[src/rtl/router_fifo.sv]
// Per-destination packet FIFO of the 1x3 router: header-tagged storage plus a payload down-counter.
// Define ROUTER_FIFO_TRISTATE_EN to release data_out to high impedance when idle (shared bus).
module router_fifo #(
    parameter int DEPTH = 16,
    parameter int WIDTH = 8
) (
    input  logic             clock,
    input  logic             resetn,
    input  logic             write_enb,
    input  logic             soft_reset,
    input  logic             read_enb,
    input  logic             lfd_state,
    input  logic [WIDTH-1:0] data_in,
    output logic [WIDTH-1:0] data_out,
    output logic             empty,
    output logic             full
);

    localparam int AW = $clog2(DEPTH);
    localparam int PW = AW + 1;

    logic [WIDTH:0]   mem [DEPTH];
    logic [PW-1:0]    wr_ptr;
    logic [PW-1:0]    rd_ptr;
    logic [5:0]       count;
    logic [WIDTH-1:0] data_reg;
    logic [WIDTH:0]   rd_word;
    logic             wr_acc;
    logic             rd_acc;

    assign empty   = (wr_ptr == rd_ptr);
    assign full    = (wr_ptr[AW-1:0] == rd_ptr[AW-1:0]) && (wr_ptr[AW] != rd_ptr[AW]);
    assign wr_acc  = write_enb && !full;
    assign rd_acc  = read_enb && !empty;
    assign rd_word = mem[rd_ptr[AW-1:0]];

    // Storage is never reset; the pointers alone define which words are valid.
    always_ff @(posedge clock) begin
        if (!resetn && !soft_reset && wr_acc)
            mem[wr_ptr[AW-1:0]] <= {lfd_state, data_in};
    end

`ifdef ROUTER_FIFO_TRISTATE_EN
    logic oe;

    always_ff @(posedge clock) begin
        if (resetn) begin
            wr_ptr   <= '0;
            rd_ptr   <= '0;
            count    <= '0;
            data_reg <= '0;
            oe       <= 1'b1;
        end else if (soft_reset) begin
            wr_ptr   <= '0;
            rd_ptr   <= '0;
            count    <= '0;
            data_reg <= '0;
            oe       <= 1'b0;
        end else begin
            if (wr_acc)
                wr_ptr <= wr_ptr + 1'b1;
            if (rd_acc) begin
                rd_ptr   <= rd_ptr + 1'b1;
                data_reg <= rd_word[WIDTH-1:0];
                oe       <= 1'b1;
                // Header length excludes the parity byte, hence the +1.
                if (rd_word[WIDTH])
                    count <= rd_word[7:2] + 6'd1;
                else if (count != 6'd0)
                    count <= count - 6'd1;
            end else if (count == 6'd0) begin
                data_reg <= '0;
                oe       <= 1'b0;
            end
        end
    end

    assign data_out = oe ? data_reg : {WIDTH{1'bz}};
`else
    always_ff @(posedge clock) begin
        if (resetn) begin
            wr_ptr   <= '0;
            rd_ptr   <= '0;
            count    <= '0;
            data_reg <= '0;
        end else if (soft_reset) begin
            wr_ptr   <= '0;
            rd_ptr   <= '0;
            count    <= '0;
            data_reg <= '0;
        end else begin
            if (wr_acc)
                wr_ptr <= wr_ptr + 1'b1;
            if (rd_acc) begin
                rd_ptr   <= rd_ptr + 1'b1;
                data_reg <= rd_word[WIDTH-1:0];
                // Header length excludes the parity byte, hence the +1.
                if (rd_word[WIDTH])
                    count <= rd_word[7:2] + 6'd1;
                else if (count != 6'd0)
                    count <= count - 6'd1;
            end else if (count == 6'd0) begin
                data_reg <= '0;
            end
        end
    end

    assign data_out = data_reg;
`endif

endmodule

[config.mk]
export PLATFORM = sky130hd
export DESIGN_NAME = router_fifo
export DESIGN_NICKNAME = d
export VERILOG_FILES = /design/src/rtl/router_fifo.sv
export SDC_FILE = /design/constraint.sdc
export NUM_CORES = 1
export LEC_CHECK = 0
export ABC_AREA = 1
export CAP_MARGIN = 20
export CORE_AREA = 2 2 132 134
export CTS_BUF_LIST = sky130_fd_sc_hd__clkbuf_16
export DETAILED_ROUTE_END_ITERATION = 6
export DIE_AREA = 0 0 134 136
export PLACE_DENSITY_LB_ADDON = 0.15
export SKIP_LAST_GASP = 1
export SLEW_MARGIN = 20
export SYNTH_ARGS = -nofsm -noshare
export SYNTH_HDL_FRONTEND = slang
export SYNTH_SLANG_ARGS = --single-unit
[constraint.sdc]
create_clock -name clock -period 6.6 [get_ports clock]
set_input_delay 1.32 -clock clock [delete_from_list [all_inputs] [get_ports clock]]
set_output_delay 1.32 -clock clock [all_outputs]
set_load 0.05 [all_outputs]
==> results.ini, run 1 <==
[synth]
syn_avg_cell_area_um2 = 10.6
synth_area_mm2 = 0.00743
netlist_instances = 699
yosysWarnings = 0
synth_cell_types = 34
synth_edf_count = 144
synth_nets = 721
ys_seq_area_frac = 0.658
ys.flop_type = edfxtp_1
ys_async_sr_fraction = 0
ys_ff_latch = 172

[global_routing]
grt_overflow = 0
met2_usage = 0.338
first_global_vias = 4788
track_usage = 0.197
grt_use_met3 = 0.0433
grt_pass1_wl_um = 26500
grtUsageMet1 = 0.248
antenna_found_initial = 0
busiest_layer = met2
grt_max_degree = 77

[clock_tree]
cts_resized = 0
clk_pin_slew_ps = 60
cts_hold_buf = 0
cts_buffers = 17
postCtsSetupRepairBufs = 0
cts_tree = done
clock_path_buffers = 2
clock_latency_ps = 430
h-tree-depth = 4
clock-sinks = 172
root_buffer = clkbuf_16

[drt]
first_pass_iters = 5
drt_iter0_drc = 302
via_per_inst = 5.20
drc = 0
postRouteAntennaNets = 0
avgRoutedWirePerCell_um = 18.1
dr_total_vias = 4959
routed_wl_um = 17200

[placed_design]
dpl.hpwl_um = 11200
place_inst = 922
placed_cell_area_mm2 = 0.00775
finalWeightedCongestion = 0.826
io_buffers = 23

[timing]
hold_viol = 0
timing.fmax_ghz = 0.244
worst_slew_pin_slew_ps = 883
slew_headroom = 0.409
min_period_over_period = 0.620
drv_slew = 0
fin_crit_ps = 4090
rsz0062_at_grt = false
setup-violations-final = 0
fin_skew_ps = 10.3
setup_tns_ps = 0

[min_path]
hold_depth = 2
min_path_type = reg2reg

[floorplan]
die_h_um = 136
num_io_pins = 24
die_area_mm2 = 0.0182
start_util = 0.440
fp-row-count = 48
dieWidth_um = 134
core_region_area_mm2 = 0.0169

[setup_path]
path_cells = clkdlybuf4s50_1 > nor2_1 > inv_1 > nor2_1 > nand2_1 > nor2_1
cpMaxStageDelayCell = nor2_1
endpoint_kind = flip-flop
arrival_ps = 4150
r2r_cells = 9
critPathKind = in2reg
worstPathMaxFanout = 16
cp_common_cell = nor2_1
critPathRequiredTime_ps = 6650
startpoint_type = primary input
max_stage_delay_ps = 720

[final_layout]
seqCellArea_mm2 = 0.00489
stdcell_area_mm2 = 0.00831
multi_input_area_mm2 = 0.00207
syn2layout_area_growth_pct = 11.8
layout.nets = 738
nFillCells = 1521
diodes = 0
layout-drive-gt1-share = 0.0714
stdcell_count = 953

[flow_run]
cap_violations = 0

[pwr]
p_leak_nw = 3.14
ir_worst_vdd_v = 0.000172
power_density_mw_per_mm2 = 273

[outcome]
outcome = finished clean

## final cells by class
type / count / share of cell area
tap: 225 / 0.0339
clock buffer: 17 / 0.0512
sequential: 172 / 0.588
inverter: 65 / 0.0300
multi-input combinational: 432 / 0.249
timing repair buffer: 28 / 0.0319
clock inverter: 14 / 0.0160
## cells by family after synthesis
group,synth area share
simple gates,0.181
flops,0.658
compound gates,0.0740
buf+inv,0.0642
xor+xnor,0.00943
fa+ha+maj,0.0135
## where the power goes
part	total [mW]	switching, mW	internal, mW
clock	0.950	0.401	0.549
combinational	0.132	0.0942	0.0374
sequential	1.19	0.00377	1.18
## state kept, by name, summed over array words and instances (netlist names), named ones only
| name | flops |
|---|---|
| mem | 144 |
| data_out | 8 |
| count | 6 |
| rd_ptr | 5 |
| wr_ptr | 5 |
## per-stage QoR
step	worst slack (ps)	utilization	power [mW]	hold slack, ps
floorplan	3660	-	1.29	457
global placement	2190	0.459	1.34	456
detailed placement	2080	0.459	1.34	462
CTS	2500	0.492	2.28	470
global route	2190	0.492	2.34	491
finish	2510	0.492	2.27	467
## cell usage after synthesis, types with 3 or more instances
master    number  area, um^2
o21ai_1       17        85.1
edfxtp_1     144        4320
a21oi_1       41         205
o211ai_1      10        75.1
clkbuf_1       4        15.0
buf_6         11         124
buf_4          6        45.0
nor3_1         4        20.0
a22oi_1        4        30.0
xor2_1         6        52.6
nand3_1       59         295
buf_2          8        40.0
ha_1           8         100
nand2_1      178         668
nor2_1        64         240
nand3_2        5        50.1
o21ai_0       15        75.1
dfxtp_1       28         561
o311ai_1       3        26.3
inv_2          3        11.3
o21bai_1       3        22.5
inv_1         59         221
nand2_2        5        31.3
## worst paths after layout
| path | from | to | slack (ps) |
|---|---|---|---|
| setup / recovery | soft_reset | mem[8][5] | 2510 |
| hold / removal | data_out[2] | data_out[2] | 470 |
| setup reg to reg | flip-flop | count[4] | 3820 |
| hold reg to reg | data_out[2] | data_out[2] | 470 |
## worst max-delay path, delay by kind of cell
kind          cells  cell delay [ps]
simple gates      4             1920
buf+inv           2              890
## cells in the final DEF, fill, tap and decap left out, drive strengths merged
cell type and n:
o21a 1, nand3 64, clkbuf 17, clkdlybuf4s50 23, a21oi 41, inv 69, nor3 4, or2 1
o311ai 3, o21bai 3, o211ai 11, nand2 185, buf 5, clkinvlp 1, o21ai 32, nand4 1
clkinv 7, xor2 6, nor2 65, xnor2 2, a32o 1, dfxtp 28, a22oi 4, ha 8
bufinv 2, edfxtp 144
## routing by layer
layer / wire (um) / part of all wire
met1: 7520 / 0.44
met2: 8690 / 0.50
met3: 745 / 0.043
met4: 270 / 0.016
met5: 0 / 0
(Power assumes the default switching activity.)
==> run 2, diff against run 1 <==
Clock period 6.6 ns to 3.5 ns, I/O delays scaled along.
==> results.ini, run 2 (same netlist as run 1, synthesis figures left out) <==
[outcome]
outcome = finished clean

[pwr]
internal_power_mw = 3.37
p_leak_nw = 3.22
power_frac_comb = 0.057
power_density_mw_per_mm2 = 516
switching_share = 0.227
power_switching_uw = 990
ir_worst_vdd_v = 0.000356
p_seq_frac = 0.513
pwr-share-clk = 0.430

[drt]
dr_total_vias = 5000
routed_wl_um = 16900
postRouteAntennaNets = 0
drt_iter0_drc = 286
via_per_inst = 5.17
drc = 0
avgRoutedWirePerCell_um = 17.5
first_pass_iters = 5

[clock_tree]
h-tree-depth = 4
clock-sinks = 172
cts_tree = done
clock_path_buffers = 2
cts_hold_buf = 0
root_buffer = clkbuf_16
clk_pin_slew_ps = 70
clock_latency_ps = 430
cts_resized = 0
cts_buffers = 17
postCtsSetupRepairBufs = 0

[global_routing]
first_global_vias = 4848
grt_pass1_wl_um = 26400
grt_max_degree = 61
track_usage = 0.196
grt_overflow = 0
antenna_found_initial = 0

[setup_path]
worstPathMaxFanout = 4
endpoint_kind = primary output
ff2ff_setup_slack_ps = 1150
critPathRequiredTime_ps = 2800
critPathKind = reg2out
arrival_ps = 2230
startpoint_type = flip-flop

[timing]
rsz0062_at_grt = false
setup_ws_ps = 568
fin_skew_ps = 7.94
drv_slew = 0
setup-violations-final = 0
slew_headroom = 0.470
fin_crit_ps = 2930
worst_slew_pin_slew_ps = 793
hold_viol = 0
timing.fmax_ghz = 0.341
setup_tns_ps = 0
min_period_over_period = 0.838

[floorplan]
num_io_pins = 24
die_h_um = 136
dieWidth_um = 134
die_area_mm2 = 0.0182
fp-row-count = 48
core_region_area_mm2 = 0.0169
start_util = 0.440

[final_layout]
diodes = 0
final_cell_mix = nand2_1 (178), edfxtp_1 (144), nor2_1 (64)
final_common_cell = nand2_1
syn2layout_area_growth_pct = 13.6
layout-drive-gt1-share = 0.0956
largest_reg_flops = 144
layout.nets = 752

[placed_design]
dpl.hpwl_um = 11000
pre_cts_ws_ps = 649
finalWeightedCongestion = 0.835
io_buffers = 23

[min_path]
min_path_type = reg2reg

[flow_run]
cap_violations = 0

## run 2: cell count changes in the layout (fill, tap and decap cells not counted), moves of 3 or more
cell | before | now
inv_1 | 63 | 59
clkinv_4 | 3 | 0
inv_6 | 1 | 7
buf_4 | 4 | 19
## run 2: per-stage QoR
step / power [mW] / hold WS, ps / util / instance area (um^2) / cells
3_5_place_dp: 2.53 / 454 / 0.465 / 7860 / 936
2_1_floorplan: 2.43 / 457 / - / 7430 / 699
5_1_grt: 4.50 / 479 / 0.500 / 8440 / 968
6_report: 4.36 / 462 / 0.500 / 8440 / 968
4_1_cts: 4.40 / 465 / 0.500 / 8440 / 968
3_3_place_gp: 2.53 / 454 / 0.465 / 7860 / 936
## run 2: worst max-delay path, stage by stage, from the launching register on
cell             delay (ps)
dfxtp_1                 340
xor2_1                  160
nor2_1                  160
nand2_1                  60
or2_1                   230
inv_1                    60
clkdlybuf4s50_1         790
## run 2: layer usage
metal | routed length (um) | track usage | vias to the layer above
met5 | 0 | 0 | -
met3 | 579 | 0.0350 | 31
met1 | 7480 | 0.246 | 2439
met4 | 488 | 0.0857 | 0
li1 | - | - | 2427
met2 | 8360 | 0.333 | 103
## run 2: path summary, 6_finish.rpt
kind | from | to | cells after the start
setup / recovery | rd_ptr[2] | full | 6
hold / removal | data_out[4] | data_out[4] | 2
setup reg to reg | flip-flop | count[1] | 10
hold reg to reg | data_out[4] | data_out[4] | 2
## run 2: cell type report
cell class | count | area [um^2]
Sequential cell | 172 | 4890
Multi-Input combinational cell | 432 | 2070
Tap cell | 225 | 282
Fill cell | 1538 | 8440
Inverter | 65 | 249
Timing Repair Buffer | 42 | 373
Clock buffer | 17 | 425
Clock inverter | 15 | 160
## run 2: power groups by stage
| stage | Combinational (mW) | Clock (mW) | Sequential [mW] |
|---|---|---|---|
| after floorplan | 0.153 | 0 | 2.28 |
| after global placement | 0.250 | 0 | 2.28 |
| after detailed placement | 0.251 | 0 | 2.28 |
| after CTS | 0.253 | 1.91 | 2.23 |
| after global routing | 0.276 | 1.99 | 2.23 |
| final | 0.250 | 1.87 | 2.23 |
